`src/rtl/status_capture_reg.sv`:
```
// Status capture register: per-bit sticky/transparent status with CPU read/clear and masked interrupt.
// Latency: read data and rd_valid appear one edge after the read; interrupt follows stat_q by one edge.
// Backpressure: none; the CPU may read or write every cycle, and every read gets its own rd_valid pulse.
module status_capture_reg #(
    parameter int         NumInputs    = 8,
    parameter logic [7:0] StickyMask   = 8'h00,
    parameter logic [7:0] IntrMaskInit = 8'h00
) (
    input  logic       clock,
    input  logic       reset,
    input  logic       status_0,
    input  logic       status_1,
    input  logic       status_2,
    input  logic       status_3,
    input  logic       status_4,
    input  logic       status_5,
    input  logic       status_6,
    input  logic       status_7,
    input  logic       addr,
    input  logic       rd_en,
    input  logic       wr_en,
    input  logic [7:0] wr_data,
    output logic [7:0] rd_data,
    output logic       rd_valid,
    output logic       interrupt
);

    // Out-of-range parameter values are clamped so the valid-bit mask stays meaningful.
    localparam int NumEff = (NumInputs > 8) ? 8 : ((NumInputs < 1) ? 1 : NumInputs);

    // Bits at or above NumEff do not exist: they are forced to zero everywhere.
    localparam logic [7:0] ValidMask = 8'((16'h0001 << NumEff) - 16'h0001);

    // Register-select encodings for the CPU port.
    localparam logic AddrStatus = 1'b0;
    localparam logic AddrMask   = 1'b1;

    logic [7:0] status_in;
    logic       rd_stat;
    logic       rd_mask;
    logic       wr_mask;

    logic [7:0] stat_q,     stat_d;
    logic [7:0] mask_q,     mask_d;
    logic [7:0] rd_data_q,  rd_data_d;
    logic       rd_valid_q, rd_valid_d;
    logic       intr_q,     intr_d;

    // The scalar status pins are gathered into one vector; unused bits are dropped here.
    assign status_in = {status_7, status_6, status_5, status_4,
                        status_3, status_2, status_1, status_0} & ValidMask;

    // A status read is the only thing that clears sticky bits.
    // Writes to the status address have no decode and are therefore ignored.
    assign rd_stat = rd_en && (addr == AddrStatus);
    assign rd_mask = rd_en && (addr == AddrMask);
    assign wr_mask = wr_en && (addr == AddrMask);

    // Status next state: transparent bits follow the pin, sticky bits accumulate
    // and are cleared by a status read, except that a pin high in the same cycle wins.
    always_comb begin
        stat_d = '0;
        for (int i = 0; i < 8; i++) begin
            if (ValidMask[i]) begin
                if (StickyMask[i]) begin
                    stat_d[i] = status_in[i] | (stat_q[i] & ~rd_stat);
                end else begin
                    stat_d[i] = status_in[i];
                end
            end
        end
    end

    // Mask next state: only a write to the mask address loads it.
    always_comb begin
        mask_d = mask_q;
        if (wr_mask) begin
            mask_d = wr_data & ValidMask;
        end
    end

    // Read path: capture the pre-edge register value, so a read that coincides with a write
    // returns the old mask. rd_data holds between reads.
    always_comb begin
        rd_data_d  = rd_data_q;
        rd_valid_d = 1'b0;
        if (rd_stat) begin
            rd_data_d  = stat_q;
            rd_valid_d = 1'b1;
        end else if (rd_mask) begin
            rd_data_d  = mask_q;
            rd_valid_d = 1'b1;
        end
    end

    // Interrupt is a registered OR of the enabled captured bits, one edge behind stat_q/mask_q.
    always_comb begin
        intr_d = |(stat_q & mask_q);
    end

    // State registers; reset overrides every request in the same cycle.
    always_ff @(posedge clock) begin
        if (reset) begin
            stat_q     <= '0;
            mask_q     <= IntrMaskInit & ValidMask;
            rd_data_q  <= '0;
            rd_valid_q <= 1'b0;
            intr_q     <= 1'b0;
        end else begin
            stat_q     <= stat_d;
            mask_q     <= mask_d;
            rd_data_q  <= rd_data_d;
            rd_valid_q <= rd_valid_d;
            intr_q     <= intr_d;
        end
    end

    // Every output comes straight from a flop.
    assign rd_data   = rd_data_q;
    assign rd_valid  = rd_valid_q;
    assign interrupt = intr_q;

endmodule
```
`config.mk`:
```
export PLATFORM = sky130hd
export DESIGN_NAME = status_capture_reg
export DESIGN_NICKNAME = d
export VERILOG_FILES = /design/src/rtl/status_capture_reg.sv
export SDC_FILE = /design/constraint.sdc
export NUM_CORES = 1
export LEC_CHECK = 0
export ABC_AREA = 1
export BUFFER_PORTS_ARGS = -buffer_cell sky130_fd_sc_hd__buf_2
export CAP_MARGIN = 15
export CORE_UTILIZATION = 45
export CTS_CLUSTER_SIZE = 8
export DETAILED_ROUTE_END_ITERATION = 8
export PLACE_DENSITY = 0.73
export SYNTH_ARGS = -nofsm -noshare
export SYNTH_HDL_FRONTEND = slang
export SYNTH_SLANG_ARGS = --single-unit
```
`constraint.sdc`:
```
create_clock -name clock -period 0.8 [get_ports clock]
set_input_delay 0.08 -clock clock [delete_from_list [all_inputs] [get_ports clock]]
set_output_delay 0.08 -clock clock [all_outputs]
set_load 0.05 [all_outputs]
```
# --- Word-level counts from Yosys, hierarchy flattened ---
# Index checks and enable logic that the tools add are counted.
totals:
  register_bits: 26
  inputBits: 21
  output_inout_bits: 10
  elab_cells: 16
op_classes:
  mux: 4
  bitwise: 2
  n_reduce_logical: 5
op_table:
  columns: ["op", "n"]
  rows:
  - ["8-bit two-way mux", 2]
  - ["8-bit bitwise AND", 1]
  - ["8-bit OR reduction", 1]
  - ["1-bit logical AND", 3]
  - ["1-bit two-way mux", 2]
  - ["2-bit nonzero test", 1]
  - ["1-bit inverter", 1]

# --- Depth between registers and ports, before layout ---
# Gate-level depths: netlist of run 1.
logic_depth:
  depth_word: 3
  ltp_mapped: 6
  ltp_nobuf: 4

# --- Worst setup path after synthesis of run 1 ---
# OpenSTA, ideal clock, no wires.
synth_path:
  kind: "register to register"
  startpoint: "register rd_data[5] (netlist name)"
  endpoint: "register rd_data_q[5], in the netlist rd_data[5]"
  setup_time_ns: 0.056
  arrival_time_ns: 0.911
  required_time_ns: 0.744
  setup_slack_ns: -0.167
  path_stages_with_launch: 5
  n_path_buf: 0
  period_less_slack_ns: 0.967
  cell_sequence: "dfxtp_1 nor2_1 nor2_1 o21ai_2 inv_1"
synth_rtl:
  columns: ["element", "line_no", "text"]
  rows:
  - ["to (signal assigned)", "112", "rd_data_q <= rd_data_d;"]
  - ["to (decl)", "45", "logic [7:0] rd_data_q, rd_data_d;"]

# --- Final worst setup path of run 1 ---
layout_path:
  startpoint: "register rd_data_q[3], in the netlist rd_data[3]"
  endpoint: "output port rd_data[3]"
layout_rtl:
  columns: ["element", "line_no", "text"]
  rows:
  - ["to (decl)", "23", "output logic [7:0] rd_data,"]
# No word-level cell between the ends.

==> results of run 1 <==
## worst reg2reg max path, stage by stage, from the launching register on
cell	delay, ns
sky130_fd_sc_hd__dfxtp_2	0.36
sky130_fd_sc_hd__buf_6	0.11
sky130_fd_sc_hd__nor2_2	0.07
sky130_fd_sc_hd__nor2_1	0.04
sky130_fd_sc_hd__o21ai_1	0.08
sky130_fd_sc_hd__inv_1	0.04
## report_power, final
part	switching (mW)	internal [mW]	total (mW)
clock network	0.353	0.195	0.548
logic	0.282	0.256	0.538
registers	0.0515	1.37	1.42
total	0.686	1.82	2.51
## state kept, by name, summed over array words and instances (netlist names)
signal	cells
mask_q	8
rd_valid	1
rd_data	8
interrupt	1
stat_q	8
## through the flow
step | hold WS [ns] | util, % | instances | setup slack [ns]
global route | 0.101 | 70.0 | 222 | -0.148
floorplan | 0.187 | - | 147 | -0.00734
detailed placement | 0.289 | 56.4 | 201 | 0.0122
finish | 0.103 | 70.0 | 222 | -0.106
global placement | 0.279 | 56.4 | 201 | 0.0435
CTS | 0.00293 | 67.3 | 219 | -0.130
## area by class of cell
class / instances / area share, %
Sequential cell: 26 / 34.3
Inverter: 26 / 6.26
Tap cell: 28 / 2.22
Clock buffer: 4 / 1.67
Timing Repair Buffer: 49 / 29.0
Multi-Input combinational cell: 89 / 26.5
## per-layer routing
metal  routed length [µm]  vias up
met5                    0        -
met4                   42        0
met3                   63        5
met2                 1040       26
met1                 1020      422
li1                     -      532
## cells by family (layout without fill, tap and decap cells)
kind of cell           Yosys count  after routing  share of synthesized area [%]
AO/OA/AOI/OAI                   25             25                           15.0
buffers and inverters           32             79                           13.9
flip-flops                      26             26                           47.9
AND/OR/NAND/NOR                 64             64                           23.2
## path summary, 6_finish.rpt
path	startpoint	endpoint	slack, ns
max	rd_data[3]$_SDFFE_PP0P_	rd_data[3]	-0.11
min	wr_en	mask_q[5]$_SDFFE_PP0P_	0.10
max reg2reg	rd_data[3]$_SDFFE_PP0P_	rd_data[3]$_SDFFE_PP0P_	0.02
min reg2reg	mask_q[5]$_SDFFE_PP0P_	mask_q[5]$_SDFFE_PP0P_	0.49
## cells in the final DEF, fill, tap and decap left out, drive strengths merged
cell,synthesis,final
inv,25,25
buf,6,33
clkinv,1,1
o21ai,16,16
dfxtp,26,26
clkbuf,0,4
nor2,27,27
dlygate4sd3,0,16
nand2,37,37
a21oi,9,9
## repair_timing
item / in CTS / in global routing
endpoints found under the hold margin: 13 / 3
hold buffers: 13 / 3
resized for setup: 26 / 12
setup endpoints to repair: 10 / 12
buffers inserted: 1 / 0
pin swaps: 1 / 0
==> summary.log, run 1 <==
[sta] relative max-transition margin 80.0%
[global_route] routing usage on met2 32.0%
[logic_synthesis] synthesized area per cell 7.40 µm²
[sta] total negative slack for setup checks -0.976 ns
[min_path] worst hold path type input port to flip-flop
[cells_and_area] proportion of layout cells with a drive suffix above 1 34.5%
[cells_and_area] multi-input gate area in the final layout 418 µm²
[global_route] antenna violations before repair 0
[critical_path] Critical Path, Cell by Cell buf_8
[logic_synthesis] most common cell in the netlist sky130_fd_sc_hd__nand2_1
[sta] post-route clock skew 0.00229 ns
[pwr] Tot Pwr 2.51 mW
[die] starting density of the core 48.2%
[cells_and_area] Layout Nets 216
[cells_and_area] Post-Layout Inst Area 1580 µm²
[placed_design] standard cell area after detailed placement 1270 µm²
[logic_synthesis] Yosys top cell by area sky130_fd_sc_hd__dfxtp_1
[global_route] GRT met3 Usage 2.98%
[sta] Tcrit/Tclk final 113%
[critical_path] startpoint class of the critical path flip-flop
[pwr] Max IR drop VDD 1.29 mV
[global_route] GR met1 Demand/Resource 21.7%
[logic_synthesis] count of state elements after synthesis 26
[cells_and_area] area taken by flip-flops and latches 542 µm²
[pwr] Cell Pwr Density 1590 nW/µm²
[critical_path] largest stage delay on the critical path 0.37 ns
[critical_path] startpoint-to-endpoint class of the critical path flip-flop to primary output
[critical_path] required time of the critical path 0.72 ns
[critical_path] arrival time at the worst endpoint 0.83 ns
[sta] setup repair after global routing missed its margin yes
[global_route] Global Route Usage Sum 18.6%
[die] overall die area 2620 µm²
[logic_synthesis] netlist area before placement 1090 µm²
[logic_synthesis] net count after synthesis 168
[die] total core area 2250 µm²
[flow_run] max-capacitance violation count 0
[logic_synthesis] most common library cells after synthesis 34 x sky130_fd_sc_hd__nand2_1, 27 x sky130_fd_sc_hd__nor2_1, 26 x sky130_fd_sc_hd__dfxtp_1
[sta] slew at the pin with the worst max-slew slack 0.299 ns
[global_route] overflow left after global routing 0
[placed_design] half-perimeter wire length after placement 1530 µm
[routing] Via Count 985
[die] row count 17
[routing] first-iteration detailed-routing DRC count 13
[routing] per-cell via count in the routed design 4.44
[clocking] deepest level of the CTS H-tree 1
[sta] Worst Slack Setup Final -0.106 ns
[pwr] leakage power of the design 0.783 nW
[logic_synthesis] count of warnings emitted by yosys 0
[critical_path] buffers plus inverters on the worst setup path 1
[critical_path] crit path max-delay cell type sky130_fd_sc_hd__dfxtp_2
[logic_synthesis] share of the synthesized area in the top cell type 47.9%
[clocking] cell at the root of the clock tree sky130_fd_sc_hd__clkbuf_4
[sta] final setup violating endpoints 10
[sta] Fmax achieved 1100 MHz
[sta] final critical delay including setup and external delays 0.906 ns
[logic_synthesis] gate count of the mapped netlist 147
[logic_synthesis] top cells by area in the synthesized netlist sky130_fd_sc_hd__dfxtp_1 48%, sky130_fd_sc_hd__nand2_1 12%, sky130_fd_sc_hd__nor2_1 9.3%
[clocking] CTS tree done
[critical_path] number of stages on the worst setup path 1
[logic_synthesis] number of library cell types mapped by synthesis 14
[cells_and_area] filler cell count in the final layout 199
[routing] number of design rule violations left after detail routing 0
[critical_path] CP Max Fanout 2
[clocking] clock tree sinks 26
[die] die width 51.2 µm
[routing] Routed WL per cell 9.78 µm
[routing] post-route antenna net violation count 0
[die] count of pins on the block boundary 31
[outcome] failing checks setup timing
[critical_path] Reg2Reg Depth 5
[global_route] first-pass GRT wire length 3590 µm
[logic_synthesis] ys flop type sky130_fd_sc_hd__dfxtp_1
[global_route] largest net degree at the start of global routing 17
[placed_design] count of port buffers added during placement 30
[logic_synthesis] proportion of synthesized flip-flops having asynchronous set or reset 0%
[placed_design] gp weighted congestion 0.687
[global_route] via count of the first global-routing pass 907
[sta] final max-slew violation count 0
[routing] Final Routed Wirelength 2170 µm
[min_path] hold depth 4
[clocking] source-to-sink clock delay at the later pin of the worst-skew pair 0.31 ns
[die] Chip Height 51.2 µm
[global_route] most heavily used metal layer in global routing met2
[logic_synthesis] number of flops mapped to enable cells by yosys 0
[cells_and_area] layout overhead on the synthesized area 45.1%
[clocking] number of CTS-inserted buffers 3
[clocking] Max Buffers Root-to-Sink 2
[clocking] Clk pin slew, worst setup/hold paths 0.13 ns
[critical_path] largest delay contributor family on the critical path flip-flops
[critical_path] type of destination of the critical path primary output
[outcome] run status finished with violations
[cells_and_area] antenna diode count 0
[sta] count of endpoints failing hold in the final timing report 0
[routing] detailed-routing iteration count for the pre-antenna-repair pass 4
[logic_synthesis] sequential fraction of the synthesis area 47.9%
Power figures use the tool's default switching activity.
==> run 2: changes to the inputs <==
--- a/config.mk
+++ b/config.mk
@@ -9,9 +9,10 @@
 export BUFFER_PORTS_ARGS = -buffer_cell sky130_fd_sc_hd__buf_2
 export CAP_MARGIN = 15
 export CORE_UTILIZATION = 45
-export CTS_CLUSTER_SIZE = 8
+export CTS_CLUSTER_SIZE = 12
 export DETAILED_ROUTE_END_ITERATION = 8
 export PLACE_DENSITY = 0.73
+export SETUP_SLACK_MARGIN = 0.02
 export SYNTH_ARGS = -nofsm -noshare
 export SYNTH_HDL_FRONTEND = slang
 export SYNTH_SLANG_ARGS = --single-unit
==> summary.log, run 2 (synthesized netlist as in run 1, its figures left out) <==
[pwr] Max IR drop VDD 1.09 mV
[die] starting density of the core 48.2%
[die] row count 17
[sta] final setup violating endpoints 10
[cells_and_area] area taken by flip-flops and latches 561 µm²
[global_route] overflow left after global routing 0
[critical_path] worst setup path start rd_data[1]$_SDFFE_PP0P_
[clocking] source-to-sink clock delay at the later pin of the worst-skew pair 0.31 ns
[critical_path] arrival time at the worst endpoint 0.82 ns
[min_path] hold path endpoint mask_q[0]$_SDFFE_PP0P_
[routing] Final Routed Wirelength 2020 µm
[outcome] run status finished with violations
[clocking] number of CTS-inserted buffers 3
[critical_path] Critical Path, Cell by Cell buf_8
[critical_path] startpoint-to-endpoint class of the critical path flip-flop to primary output
[global_route] Global Route Usage Sum 17.4%
[pwr] leakage power of the design 0.772 nW
[pwr] clock power share 21.0%
[routing] Routed WL per cell 9.24 µm
[routing] post-route antenna net violation count 0
[routing] Via Count 966
[clocking] CTS tree done
[cells_and_area] Layout Nets 213
[die] die width 51.2 µm
[pwr] Cell Pwr Density 1570 nW/µm²
[clocking] clock tree sinks 26
[sta] total negative slack for setup checks -0.945 ns
[critical_path] startpoint class of the critical path flip-flop
[sta] final max-slew violation count 0
[pwr] total internal power 1.78 mW
[critical_path] worst flop-to-flop path endpoint interrupt$_SDFF_PP0_
[min_path] hold depth 3
[placed_design] half-perimeter wire length after placement 1460 µm
[global_route] largest net degree at the start of global routing 17
[cells_and_area] proportion of layout cells with a drive suffix above 1 35.8%
[die] total core area 2250 µm²
[global_route] via count of the first global-routing pass 826
[outcome] failing checks setup timing
[placed_design] count of placed standard cells including taps 201
[die] overall die area 2620 µm²
[global_route] first-pass GRT wire length 3390 µm
[critical_path] largest stage delay on the critical path 0.37 ns
[die] count of pins on the block boundary 31
[cells_and_area] most common cell after layout, fill and taps aside sky130_fd_sc_hd__nand2_1
[placed_design] worst setup slack before clock tree synthesis 0.0147 ns
[critical_path] CP Max Fanout 2
[global_route] antenna violations before repair 0
[cells_and_area] number of cells in the finished layout apart from fillers 218
[clocking] Max Buffers Root-to-Sink 2
[min_path] HP Start wr_data[0]
[sta] relative max-transition margin 81.3%
[pwr] combinational group share of total power 21.3%
[sta] Fmax achieved 1110 MHz
[clocking] cell at the root of the clock tree sky130_fd_sc_hd__clkbuf_4
[cells_and_area] antenna diode count 0
[critical_path] type of destination of the critical path primary output
[routing] first-iteration detailed-routing DRC count 9
[sta] post-route clock skew 0.00256 ns
[sta] Fin Hold WS 0.00487 ns
[routing] detailed-routing iteration count for the pre-antenna-repair pass 4
[flow_run] max-capacitance violation count 0
[sta] slew at the pin with the worst max-slew slack 0.280 ns
[cells_and_area] multi-input gate area in the final layout 418 µm²
[die] Chip Height 51.2 µm
[sta] Tcrit/Tclk final 113%
[pwr] sequential share of power 57.7%
[critical_path] crit path max-delay cell type sky130_fd_sc_hd__dfxtp_4
[pwr] net switching component of the power 0.667 mW
[clocking] Clk pin slew, worst setup/hold paths 0.12 ns
[placed_design] gp weighted congestion 0.731
[cells_and_area] layout overhead on the synthesized area 44.0%
[cells_and_area] highest-count cells in the layout ignoring fill and taps 33 x sky130_fd_sc_hd__nand2_1, 27 x sky130_fd_sc_hd__nor2_1, 23 x sky130_fd_sc_hd__inv_1
[routing] per-cell via count in the routed design 4.43
[critical_path] register-to-register setup slack 0.06 ns
[critical_path] largest delay contributor family on the critical path flip-flops
[min_path] worst hold path type input port to flip-flop
[critical_path] Reg2Reg Depth 4
[critical_path] required time of the critical path 0.72 ns
[sta] final critical delay including setup and external delays 0.902 ns
[sta] count of endpoints failing hold in the final timing report 0
[critical_path] buffers plus inverters on the worst setup path 1
[pwr] switching share of power 27.2%
[routing] number of design rule violations left after detail routing 0
[sta] Worst Slack Setup Final -0.102 ns
[placed_design] count of port buffers added during placement 30
[cells_and_area] filler cell count in the final layout 182
[critical_path] Reg2Reg Launch Point mask_q[7]$_SDFFE_PP0P_
[sta] setup repair after global routing missed its margin yes
[clocking] deepest level of the CTS H-tree 1
## run 2: cell types whose count changed in the layout (fill, tap and decap cells not counted), sizes merged
| cell | delta |
|---|---|
| buf | -1 |
| clkbuf | -1 |
| dlygate4sd3 | -2 |
## run 2: power groups by stage
stage	registers, mW	logic, mW	clock network (mW)
finish	1.41	0.522	0.515
global route	1.42	0.570	0.584
detailed placement	1.42	0.412	0
floorplan	1.53	0.197	0
global placement	1.42	0.404	0
CTS	1.41	0.521	0.538
## run 2: area by class of cell
class	count	share of cell area, %
repair buffers	46	27.5
flip-flops and latches	26	35.8
clock buffers	3	1.44
inverters	26	6.31
multi-input cells	89	26.7
well taps	28	2.24
## run 2: timing repair
item,CTS,global route
pin swaps,0,1
endpoints found under the hold margin,14,0
resized for setup,31,9
buffers inserted,0,0
endpoints found under the setup margin,10,14
hold buffers,14,0
## run 2: per-stage QoR
step                total power, mW  utilization (%)  cell area [µm²]
floorplan                      1.72                -             1120
global placement               1.83             57.2             1290
detailed placement             1.84             57.2             1290
CTS                            2.47             68.8             1550
global route                   2.58             69.4             1570
finish                         2.45             69.4             1570
## run 2: worst reg2reg max path, stage by stage, from the launching register on
cell and delay, ns:
sky130_fd_sc_hd__dfxtp_1 0.39, sky130_fd_sc_hd__nand2_1 0.08, sky130_fd_sc_hd__nand2_1 0.07, sky130_fd_sc_hd__nor2_1 0.04, sky130_fd_sc_hd__a21oi_1 0.11
## run 2: worst max path at each step
stage | cells after the start | slack [ns] | to
global placement | 6 | 0.04 | rd_data[2]$_SDFFE_PP0P_
floorplan | 4 | 0.06 | rd_data[0]$_SDFFE_PP0P_
global route | 1 | -0.13 | rd_data[3]
detailed placement | 6 | 0.01 | rd_data[2]$_SDFFE_PP0P_
finish | 1 | -0.10 | rd_data[1]
CTS | 1 | -0.11 | rd_data[4]
## run 2: routing by layer
layer	up-vias	track usage (%)	part of all wire, %
met5	-	0	0
met2	26	28.7	47
met3	4	2.68	4.7
li1	525	-	-
met4	0	8.33	1.5
met1	411	21.9	47
==> run 3: changes to the inputs <==
--- a/config.mk
+++ b/config.mk
@@ -8,6 +8,7 @@
 export ABC_AREA = 1
 export BUFFER_PORTS_ARGS = -buffer_cell sky130_fd_sc_hd__buf_2
 export CAP_MARGIN = 15
+export CORE_ASPECT_RATIO = 1.2
 export CORE_UTILIZATION = 45
 export CTS_CLUSTER_SIZE = 12
 export DETAILED_ROUTE_END_ITERATION = 8
==> summary.log, run 3 (synthesized netlist as in run 1, its figures left out) <==
[outcome] run status finished with violations
[outcome] failing checks setup timing
[clocking] source-to-sink clock delay at the later pin of the worst-skew pair 0.32 ns
[global_route] largest net degree at the start of global routing 18
[clocking] deepest level of the CTS H-tree 1
[critical_path] buffers plus inverters on the worst setup path 1
[critical_path] crit path max-delay cell type sky130_fd_sc_hd__dfxtp_4
[pwr] sequential share of power 54.5%
[cells_and_area] filler cell count in the final layout 176
[critical_path] startpoint class of the critical path flip-flop
[pwr] combinational group share of total power 20.4%
[global_route] most heavily used metal layer in global routing met2
[critical_path] CP Max Fanout 2
[sta] Fin Hold WS 0.0631 ns
[global_route] GRT met3 Usage 1.95%
[sta] final max-slew violation count 0
[global_route] via count of the first global-routing pass 824
[sta] slew at the pin with the worst max-slew slack 0.199 ns
[global_route] Global Route Usage Sum 16.5%
[cells_and_area] layout overhead on the synthesized area 48.3%
[global_route] first-pass GRT wire length 3200 µm
[sta] count of endpoints failing hold in the final timing report 0
[cells_and_area] antenna diode count 0
[clocking] clock tree sinks 26
[cells_and_area] proportion of layout cells with a drive suffix above 1 38.3%
[sta] Worst Slack Setup Final -0.120 ns
[routing] first-iteration detailed-routing DRC count 6
[pwr] Cell Pwr Density 1610 nW/µm²
[placed_design] gp weighted congestion 0.714
[cells_and_area] highest-count cells in the layout ignoring fill and taps 32 x sky130_fd_sc_hd__nand2_1, 26 x sky130_fd_sc_hd__nor2_1, 24 x sky130_fd_sc_hd__inv_1
[routing] number of design rule violations left after detail routing 0
[min_path] worst hold path type input port to flip-flop
[critical_path] largest delay contributor family on the critical path flip-flops
[die] Chip Height 55.8 µm
[die] total core area 2280 µm²
[global_route] routing usage on met2 29.4%
[die] starting density of the core 47.6%
[clocking] post-CTS setup buffer count 0
[global_route] overflow left after global routing 0
[global_route] antenna violations before repair 0
[cells_and_area] multi-input gate area in the final layout 423 µm²
[routing] Via Count 967
[sta] Tcrit/Tclk final 115%
[routing] per-cell via count in the routed design 4.32
[clocking] Max Buffers Root-to-Sink 2
[routing] Final Routed Wirelength 2000 µm
[cells_and_area] area taken by flip-flops and latches 566 µm²
[global_route] GR met1 Demand/Resource 19.1%
[pwr] switching share of power 27.0%
[sta] final setup violating endpoints 10
[die] count of pins on the block boundary 31
[placed_design] standard cell area after detailed placement 1290 µm²
[critical_path] Critical Path, Cell by Cell buf_8
[critical_path] startpoint-to-endpoint class of the critical path flip-flop to primary output
[cells_and_area] most common cell after layout, fill and taps aside sky130_fd_sc_hd__nand2_1
[pwr] clock power share 25.0%
[routing] post-route antenna net violation count 0
[routing] detailed-routing iteration count for the pre-antenna-repair pass 4
[sta] final critical delay including setup and external delays 0.920 ns
[pwr] leakage power of the design 0.790 nW
[sta] post-route clock skew 0.00444 ns
[cells_and_area] Post-Layout Inst Area 1610 µm²
[critical_path] arrival time at the worst endpoint 0.84 ns
[placed_design] half-perimeter wire length after placement 1420 µm
[clocking] Clk pin slew, worst setup/hold paths 0.13 ns
[clocking] number of CTS-inserted buffers 3
[clocking] cell at the root of the clock tree sky130_fd_sc_hd__clkbuf_4
[placed_design] count of port buffers added during placement 30
[critical_path] type of destination of the critical path primary output
[pwr] net switching component of the power 0.700 mW
[flow_run] max-capacitance violation count 0
[sta] relative max-transition margin 86.7%
[critical_path] required time of the critical path 0.72 ns
[clocking] CTS tree done
[die] row count 19
[pwr] total internal power 1.90 mW
[die] overall die area 2620 µm²
[sta] setup repair after global routing missed its margin yes
[pwr] Max IR drop VDD 1.05 mV
[critical_path] largest stage delay on the critical path 0.38 ns
[die] die width 46.9 µm
[cells_and_area] Layout Nets 215
[routing] Routed WL per cell 8.92 µm
[sta] Fmax achieved 1090 MHz
==> run 3: changes by cell type in the layout (fill, tap and decap cells not counted), sizes merged <==
cell | previous run | this run
clkbuf | 3 | 4
dlygate4sd3 | 14 | 16
==> run 3: final cells by class <==
class,instances,area share (%)
timing repair buffer,48,27.9
tap,31,2.40
clock buffer,4,2.25
multi-input combinational,89,26.2
inverter,26,6.13
sequential,26,35.1
==> run 3: final timing paths <==
path / startpoint / endpoint / slack [ns] / cells after the start
worst max register to register: rd_data[2]$_SDFFE_PP0P_ / rd_data[2]$_SDFFE_PP0P_ / 0.07 / 4
worst min-delay path: reset / rd_valid$_SDFF_PP0_ / 0.06 / 2
worst max-delay path: rd_data[6]$_SDFFE_PP0P_ / rd_data[6] / -0.12 / 1
worst min register to register: mask_q[1]$_SDFFE_PP0P_ / mask_q[1]$_SDFFE_PP0P_ / 0.48 / 2
==> run 3: power groups by stage <==
stage	Sequential (mW)	Combinational (mW)	Clock [mW]
after global placement	1.42	0.403	0
after global routing	1.43	0.576	0.720
after detailed placement	1.42	0.413	0
after floorplan	1.53	0.197	0
final	1.42	0.530	0.649
after CTS	1.41	0.526	0.683
==> run 3: metal layers <==
layer / wire length [µm] / up-vias / share of wire [%]
li1: - / 526 / -
met1: 851 / 412 / 43
met2: 1060 / 25 / 53
met3: 54 / 4 / 2.7
met4: 34 / 0 / 1.7
met5: 0 / - / 0
==> run 3: per-stage QoR <==
step	setup WS (ns)	cells	setup TNS (ns)	total power [mW]	utilization [%]
after global routing	-0.154	224	-1.43	2.72	70.7
after CTS	-0.129	224	-1.21	2.62	69.5
after floorplan	0.0621	147	0	1.72	-
after global placement	0.0479	204	0	1.82	56.7
final	-0.120	224	-1.08	2.59	70.7
after detailed placement	0.0215	204	0	1.84	56.7
==> run 3: what timing repair did <==
action,CTS,global route
pin swaps,0,4
hold buffers,16,0
hold endpoints to repair,16,0
setup endpoints to repair,10,14
gates resized for setup,30,15
